File: config.mk
export PLATFORM = sky130hd
export DESIGN_NAME = gb_camera_ctrl
export DESIGN_NICKNAME = d
export VERILOG_FILES = /design/src/rtl/gb_camera_ctrl.sv
export SDC_FILE = /design/constraint.sdc
export NUM_CORES = 1
export LEC_CHECK = 0
export ABC_AREA = 1
export CORE_MARGIN = 4
export CORE_UTILIZATION = 30
export DETAILED_ROUTE_END_ITERATION = 16
export GPL_ROUTABILITY_DRIVEN = 0
export PLACE_DENSITY = 0.55
export SLEW_MARGIN = 20
export SYNTH_ARGS = -nofsm -noshare
export SYNTH_HDL_FRONTEND = slang
export SYNTH_SLANG_ARGS = --single-unit
File: constraint.sdc
create_clock -name clk_sys -period 2 [get_ports clk_sys]
set_input_delay 0.4 -clock clk_sys [delete_from_list [all_inputs] [get_ports clk_sys]]
set_output_delay 0.4 -clock clk_sys [all_outputs]
set_load 0.05 [all_outputs]
File: src/rtl/gb_camera_ctrl.sv
// Game Boy Camera mapper: ROM/RAM banking, camera register file and a cycle-timed capture sequencer.
// Define GB_CAMERA_TESTPATTERN_EN to write a synthetic image into cart RAM bank 0 after each capture.
module gb_camera_ctrl #(
    parameter int ROM_BANK_W      = 7,
    parameter int RAM_BANK_W      = 4,
    parameter int CAP_BASE_CYCLES = 32446,
    parameter int CAP_EXP_SHIFT   = 4
) (
    input  logic                  clk_sys,
    input  logic                  reset,
    input  logic                  enable,
    input  logic                  ce_cpu,
    input  logic [15:0]           cart_addr,
    input  logic                  cart_wr,
    input  logic [7:0]            cart_di,
    input  logic [7:0]            cram_di,
    output logic [7:0]            cram_do,
    output logic [RAM_BANK_W+12:0] cram_addr,
    output logic [ROM_BANK_W:0]   mbc_bank,
    output logic                  ram_enabled,
    output logic                  has_battery,
    input  logic [RAM_BANK_W-1:0] ram_mask,
    input  logic [ROM_BANK_W-1:0] rom_mask,
    output logic                  cap_wr,
    output logic [12:0]           cap_addr,
    output logic [7:0]            cap_data,
    input  logic                  cap_ack,
    output logic                  cap_busy
);

    typedef enum logic [1:0] {IDLE, EXPOSE, FILL} state_t;

    state_t                state_q, state_d;
    logic                  clr;
    logic                  ram_enable;
    logic [ROM_BANK_W-1:0] rom_bank_reg;
    logic [RAM_BANK_W-1:0] ram_bank_reg;
    logic                  cam_en;
    logic [1:0]            reg0_hi;
    logic [7:0]            reg1, reg2, reg3, reg4, reg5;
    logic [21:0]           cnt;
    logic [21:0]           dur;
    logic [7:0]            frame_cnt;
    logic                  cpu_wr, mbc_wr, cam_wr, start, exp_done;
    logic [6:0]            idx;
    logic [ROM_BANK_W-1:0] rom_sel;
    logic                  unused_bits;

    // Disabling the mapper is treated exactly like reset.
    assign clr      = reset | ~enable;
    assign cpu_wr   = ce_cpu & cart_wr;
    assign mbc_wr   = cpu_wr & ~cart_addr[15];
    assign cam_wr   = cpu_wr & cam_en & (cart_addr[15:13] == 3'b101);
    assign idx      = cart_addr[6:0];
    assign start    = cam_wr & (idx == 7'd0) & cart_di[0] & (state_q == IDLE);
    assign exp_done = (state_q == EXPOSE) & ce_cpu & (cnt == 22'd0);
    assign cap_busy = (state_q != IDLE);

    assign dur = 22'(CAP_BASE_CYCLES) + (reg1[7] ? 22'd0 : 22'd512)
               + (22'({reg2, reg3}) << CAP_EXP_SHIFT);

    assign rom_sel     = (cart_addr[15:14] == 2'b00) ? '0 : rom_bank_reg;
    assign mbc_bank    = {rom_sel & rom_mask, cart_addr[13]};
    assign cram_addr   = {ram_bank_reg & ram_mask, cart_addr[12:0]};
    assign ram_enabled = ram_enable & ~cam_en & ~cap_busy;
    assign has_battery = 1'b1;

    always_comb begin
        cram_do = 8'h00;
        if (cam_en) begin
            if (idx == 7'd0) cram_do = {5'b0, reg0_hi, cap_busy};
        end else if (!cap_busy) begin
            cram_do = cram_di;
        end
    end

`ifdef GB_CAMERA_TESTPATTERN_EN
    logic [12:0] fill_addr;
    logic        cap_wr_q;
    logic        fill_last;

    assign fill_last   = (state_q == FILL) & cap_wr_q & cap_ack & (fill_addr == 13'h0EFF);
    assign cap_wr      = cap_wr_q;
    assign cap_addr    = fill_addr;
    assign cap_data    = fill_addr[7:0] ^ frame_cnt;
    assign unused_bits = &{1'b0, reg4, reg5};
`else
    assign cap_wr      = 1'b0;
    assign cap_addr    = 13'h0000;
    assign cap_data    = 8'h00;
    assign unused_bits = &{1'b0, reg4, reg5, cap_ack, frame_cnt};
`endif

    always_comb begin
        state_d = state_q;
        case (state_q)
            IDLE:    if (start) state_d = EXPOSE;
`ifdef GB_CAMERA_TESTPATTERN_EN
            EXPOSE:  if (exp_done) state_d = FILL;
            FILL:    if (fill_last) state_d = IDLE;
`else
            EXPOSE:  if (exp_done) state_d = IDLE;
`endif
            default: state_d = IDLE;
        endcase
    end

    always_ff @(posedge clk_sys) begin
        if (clr) state_q <= IDLE;
        else     state_q <= state_d;
    end

    always_ff @(posedge clk_sys) begin
        if (clr) begin
            ram_enable   <= 1'b0;
            rom_bank_reg <= ROM_BANK_W'(1);
            ram_bank_reg <= '0;
            cam_en       <= 1'b0;
            reg0_hi      <= 2'b00;
            reg1         <= 8'h00;
            reg2         <= 8'h00;
            reg3         <= 8'h00;
            reg4         <= 8'h00;
            reg5         <= 8'h00;
        end else begin
            if (mbc_wr) begin
                case (cart_addr[14:13])
                    2'b00: ram_enable <= (cart_di[3:0] == 4'hA);
                    2'b01: rom_bank_reg <= cart_di[ROM_BANK_W-1:0];
                    2'b10: begin
                        if (cart_di[4]) begin
                            cam_en <= 1'b1;
                        end else begin
                            cam_en       <= 1'b0;
                            ram_bank_reg <= cart_di[RAM_BANK_W-1:0];
                        end
                    end
                    default: ;
                endcase
            end
            // The start bit is not stored; only the mode bits persist.
            if (cam_wr) begin
                case (idx)
                    7'd0:    reg0_hi <= cart_di[2:1];
                    7'd1:    reg1    <= cart_di;
                    7'd2:    reg2    <= cart_di;
                    7'd3:    reg3    <= cart_di;
                    7'd4:    reg4    <= cart_di;
                    7'd5:    reg5    <= cart_di;
                    default: ;
                endcase
            end
        end
    end

    // Duration is latched into the counter at start, so later register writes cannot stretch a capture.
    always_ff @(posedge clk_sys) begin
        if (clr) begin
            cnt       <= 22'd0;
            frame_cnt <= 8'h00;
        end else begin
            if (start)
                cnt <= dur - 22'd1;
            else if ((state_q == EXPOSE) && ce_cpu && (cnt != 22'd0))
                cnt <= cnt - 22'd1;
`ifdef GB_CAMERA_TESTPATTERN_EN
            if (fill_last) frame_cnt <= frame_cnt + 8'd1;
`else
            if (exp_done) frame_cnt <= frame_cnt + 8'd1;
`endif
        end
    end

`ifdef GB_CAMERA_TESTPATTERN_EN
    // One beat per two cycles: cap_wr drops for a cycle after each accepted write.
    always_ff @(posedge clk_sys) begin
        if (clr) begin
            fill_addr <= 13'h0100;
            cap_wr_q  <= 1'b0;
        end else if (exp_done) begin
            fill_addr <= 13'h0100;
            cap_wr_q  <= 1'b1;
        end else if (state_q == FILL) begin
            if (cap_wr_q && cap_ack) begin
                cap_wr_q  <= 1'b0;
                fill_addr <= fill_last ? 13'h0100 : fill_addr + 13'd1;
            end else if (!cap_wr_q) begin
                cap_wr_q <= 1'b1;
            end
        end
    end
`endif

endmodule

Yosys cells after proc, flatten, opt, wreduce, memory -nomap -nowiden
Cells that the tools add are included.
{"block": "word_totals", "in_bits": 49, "register_bits": 63, "word_cells": 73}
{"block": "classes", "n_mux": 11, "n_eq_ne": 10, "bitwise": 19, "reduce_logical": 19, "addsub": 4}
{"cell": "two-way mux 22 bit", "count": 2}
{"cell": "logical NOT 22 bit", "count": 1}
{"cell": "nonzero test 22 bit", "count": 1}
{"cell": "subtractor 21 x 1 -> 22 bit, second input constant", "count": 1}
{"cell": "subtractor 22 x 1 -> 22 bit, second input constant", "count": 1}
{"cell": "adder 16 x 20 -> 21 bit", "count": 1}
{"cell": "adder 15 x 10 -> 16 bit, first input constant", "count": 1}
{"cell": "two-way mux 8 bit", "count": 2}
{"cell": "AND reduction 2 bit", "count": 8}
{"cell": "equality test 7 x 2 -> 1 bit, second input constant", "count": 2}
{"cell": "bitwise AND 1 bit", "count": 11}
{"cell": "two-way mux 10 bit", "count": 1}
{"cell": "bitwise AND 7 bit", "count": 1}
{"cell": "equality test 7 x 1 -> 1 bit, second input constant", "count": 1}
{"cell": "logical NOT 7 bit", "count": 1}
{"cell": "two-way mux 7 bit", "count": 1}
{"cell": "logical NOT 2 bit", "count": 3}
{"cell": "NOT 1 bit", "count": 5}
{"cell": "bitwise AND 4 bit", "count": 1}
{"cell": "equality test 2 x 1 -> 1 bit, second input constant", "count": 2}
{"cell": "equality test 4 bit, second input constant", "count": 1}
{"cell": "two-way mux 2 bit", "count": 2}
{"cell": "inequality test 2 bit, second input constant", "count": 2}
{"cell": "case mux 2 bit (2 select lines)", "count": 1}
{"cell": "other kinds (8)", "count": 10}

Logic depth before layout (Yosys ltp)
{"block": "depth", "depth_word": 8, "ltp_mapped": 15, "ltp_nobuf": 15}

Least setup slack after synthesis
Ideal clock, no wire load.
{"block": "synth_timing", "kind": "register -> output", "startpoint": "reg state_q[0]", "endpoint": "out ram_enabled", "setup_slack_ps": -147, "path_stages_with_launch": 2, "arrival_time_ps": 1747, "t_required_ps": 1600, "cell_sequence": "dfxtp_1 > nor3b_1"}
{"block": "synth_between", "elab_chain_len": 3}
{"item": "start: declaration", "line_no": "33", "text": "state_t state_q, state_d;"}
{"item": "start signal: assignment", "line_no": "110", "text": "else state_q <= state_d;"}
{"item": "nonzero test 2 bit", "line_no": "57", "text": "assign cap_busy = (state_q != IDLE);"}
{"item": "NOT 1 bit", "line_no": "65", "text": "assign ram_enabled = ram_enable & ~cam_en & ~cap_busy;"}
{"item": "bitwise AND 1 bit", "line_no": "65"}
{"item": "end: declaration", "line_no": "20", "text": "output logic ram_enabled,"}
No other way between the ends.

Final worst setup path
{"block": "layout_timing", "startpoint": "in cart_addr[14]", "endpoint": "out mbc_bank[7]"}
{"block": "layout_between", "elab_chain_len": 3}
{"item": "start: declaration", "line_no": "13", "text": "input logic [15:0] cart_addr,"}
{"item": "logical NOT 2 bit", "line_no": "62", "text": "assign rom_sel = (cart_addr[15:14] == 2'b00) ? '0 : rom_bank_reg;"}
{"item": "two-way mux 7 bit", "line_no": "62"}
{"item": "bitwise AND 7 bit", "line_no": "63", "text": "assign mbc_bank = {rom_sel & rom_mask, cart_addr[13]};"}
{"item": "end: declaration", "line_no": "19", "text": "output logic [ROM_BANK_W:0] mbc_bank,"}
No other way between the ends.

==> impl_summary.log <==
[metrics] run status: finished clean
[metrics] Synth Instances: 614
[metrics] Cell Area, Synth: 0.00395 mm^2
[metrics] count of different cell masters after synthesis: 40
[metrics] maximum number of pins on one net before global-route repair: 42
[metrics] dpl hpwl: 8920 um
[metrics] final net count: 779
[metrics] core area: 0.0128 mm^2
[metrics] Most common cell on crit path: sky130_fd_sc_hd__buf_4
[metrics] register name with the most flops: cnt
[metrics] Hold Worst Slack: 0.468 ns
[metrics] clock latency reported for the late side of the worst-skew pair: 0.30 ns
[metrics] number of flip-flops under the largest register name: 22
[metrics] total via count after detailed routing: 3,992
[metrics] slowest cell on the critical path: sky130_fd_sc_hd__clkdlybuf4s50_1
[metrics] via count of the first global-routing pass: 3,760
[metrics] Largest stage delay, worst path: 0.44 ns
[metrics] critical path fanouts, max: 7
[metrics] initial DRC count: 217
[metrics] area fraction in and, or, nand and nor cells after synthesis: 0.329
[metrics] antenna-violating nets left: 0
[metrics] fraction of final layout cells sized beyond drive strength 1: 0.201
[metrics] cell area after placement: 0.00516 mm^2
[metrics] flops & latches, synth: 55
[metrics] final setup skew: 0.00728 ns
[metrics] CTS tree: built
[metrics] final-report setup violation count: 0
[metrics] kind of critical path: input pin to primary output
[metrics] final cell utilization of the core: 0.425
[metrics] post-synthesis to final-layout area growth: 37.4%
[metrics] non-filler cells, final: 890
[metrics] maxcap violations: 0
[metrics] drt wl/cell: 12.3 um
[metrics] Startpoint Class: input pin
[metrics] largest registers: cnt: 22 flops, reg2: 8 flops, reg3: 8 flops
[metrics] DIE HEIGHT: 123 um
[metrics] Avg Vias per Cell: 4.49
[metrics] per-instance average area after synthesis: 6.44 um^2
[metrics] CP cell instances: clkdlybuf4s50_1, buf_4, nor2_2, nor2_1, buf_4
[metrics] mux contribution to synthesized area: 0
[metrics] number of hold violations in the final report: 0
[metrics] drc violations: 0
[metrics] total I/O pin count: 107
[metrics] number of diodes added for antenna fixing: 0
[metrics] worst min-delay path category: flip-flop to flip-flop
[metrics] power density of the placed cells: 456 mW/mm^2
[metrics] antenna violations before repair: 0
[metrics] critical path buffer and inverter count: 3
[metrics] most common library cell in the layout ignoring fill and taps: sky130_fd_sc_hd__nand2_1
[metrics] count of fill cells added during filler insertion: 1,366
[metrics] final critical-path share of the clock period: 0.965
[metrics] Core Rows: 41
[metrics] data required time of the critical path: 1.60 ns
[metrics] Cells after DPL: 877
[metrics] final critical-path required period: 1.93 ns
[metrics] clk slew on worst S/H paths: 0.08 ns
[metrics] global router's overall resource usage: 0.147
[metrics] Final Routed Wirelength: 11,000 um
[metrics] top library cells by usage in the layout, fill and taps aside: sky130_fd_sc_hd__nand2_1, sky130_fd_sc_hd__nor2_1, sky130_fd_sc_hd__inv_1, sky130_fd_sc_hd__buf_4, sky130_fd_sc_hd__dfxtp_1
[metrics] number of clock sinks: 55
[metrics] Adder-Cell Fraction of Synth Area: 0.0430
[metrics] Worst IR Drop VDD: 284 uV
[metrics] floorplan die area: 0.0151 mm^2
[metrics] maximum level of the CTS H-tree: 2
[metrics] count of buffers from port buffering: 70
[metrics] crit path DAT: 1.53 ns
[metrics] quantity of hold-fixing buffers added after cts: 0
[metrics] main combinational cell family by area after synthesis: simple AND/OR/NAND/NOR gates
[metrics] residual overflow from global routing: 0
[metrics] buffer type at the clock tree root: sky130_fd_sc_hd__clkbuf_16
[metrics] die boundary width: 123 um
[metrics] count of warnings emitted by yosys: 0
[metrics] number of buffers created by CTS: 5
[metrics] final slew viol count: 0
[metrics] Initial DRT Pass Iterations: 5
[metrics] total leakage power: 2.59 nW
[metrics] sort of element at the end of the critical path: primary output
[metrics] Compound-Gate Fraction of Synth Area: 0.148
[metrics] category of cells accounting for the largest share of critical-path delay: buffers and inverters
[metrics] first-pass GRT wire length: 17,900 um
[metrics] portion of the post-synthesis area used by sequential elements: 0.278
[metrics] RSZ-0062 raised after global routing: true
[metrics] maximum clock insertion buffer count: 2
[metrics] xor/xnor share of the synthesized area: 0.0332
[metrics] Design Area, Final: 0.00543 mm^2
[metrics] Fmax achieved: 518 MHz
[metrics] initial cell density of the core: 0.310
logic make-up (layout without fill, tap and decap cells):
logic type | Yosys count | in the layout
AO/OA/AOI/OAI | 105 | 105
XOR/XNOR | 15 | 15
adder cells (fa/ha/maj) | 13 | 13
buffers and inverters | 129 | 212
flip-flops | 55 | 55
other | 2 | 23
AND/OR/NAND/NOR | 295 | 295
metrics by stage:
step                total power (W)  TNS [ns]  worst slack, ns
floorplan                   0.00142         0           0.0878
global placement            0.00157     -7.24           -0.213
detailed placement          0.00157     -8.40           -0.236
CTS                         0.00251         0           0.0241
global route                0.00256   -0.0430          -0.0244
finish                      0.00248         0           0.0707
per-layer routing:
layer / share of wire / up-vias / wire (um) / track usage
li1: - / 2104 / - / -
met1: 0.44 / 1760 / 4870 / 0.183
met2: 0.48 / 118 / 5230 / 0.253
met3: 0.069 / 10 / 756 / 0.0382
met4: 0.0093 / 0 / 102 / 0.0357
met5: 0 / - / 0 / 0
power breakdown:
| group | switching [W] | leakage, nW | total, W | internal [W] |
|---|---|---|---|---|
| clock network | 0.000454 | 0.0752 | 0.000934 | 0.000480 |
| logic | 0.000270 | 2.08 | 0.000445 | 0.000174 |
| registers | 0.00000104 | 0.444 | 0.00110 | 0.00110 |
| total | 0.000726 | 2.59 | 0.00248 | 0.00175 |
cells in the mapped netlist (all sizes together):
library cell  number  area, um^2
a21oi             44         243
a31oi              2        12.5
a32o               2        20.0
and2               2        12.5
buf               45         340
clkbuf             4        15.0
conb               2        7.51
dfxtp             55        1100
fa                 1        20.0
ha                12         150
inv               80         300
nand2            145         554
nand3             40         215
nand3b             2        15.0
nand4              7        58.8
nor2              85         352
nor3              10        66.3
nor3b              2        15.0
nor4               2        12.5
o211ai             2        15.0
o21ai             53         277
o21bai             1        7.51
o22ai              1        12.5
xnor2              3        26.3
xor2              12         105
final timing paths:
kind / startpoint / to / slack [ns] / cells past startpoint
hold / removal: reg2[3] / reg2[3] / 0.47 / 2
hold reg to reg: reg2[3] / reg2[3] / 0.47 / 2
setup / recovery: cart_addr[14] / mbc_bank[7] / 0.07 / 5
setup reg to reg: reg3[1] / cnt[19] / 0.13 / 14
cell type report:
class	instances	area, um^2	area share
well taps	172	215	0.0396
flip-flops and latches	55	1100	0.203
clock buffers	5	125	0.0230
repair buffers	124	1300	0.240
inverters	80	300	0.0553
clock inverters	3	26.3	0.00484
multi-input cells	451	2360	0.434
repair_timing:
item                       CTS  global route
buffers inserted             2             4
setup endpoints to repair   11            29
pin swaps                    5            10
resized for setup           15            22
hold endpoints to repair     0             0
worst register-to-register path, delay by kind of cell (launching register included):
| kind | cells | cell delay, ns |
|---|---|---|
| fa+ha+maj | 2 | 0.54 |
| flops | 1 | 0.33 |
| simple gates | 8 | 0.58 |
| compound gates | 2 | 0.22 |
| buf+inv | 2 | 0.11 |
Note: power is estimated with default switching activity, not from simulation.
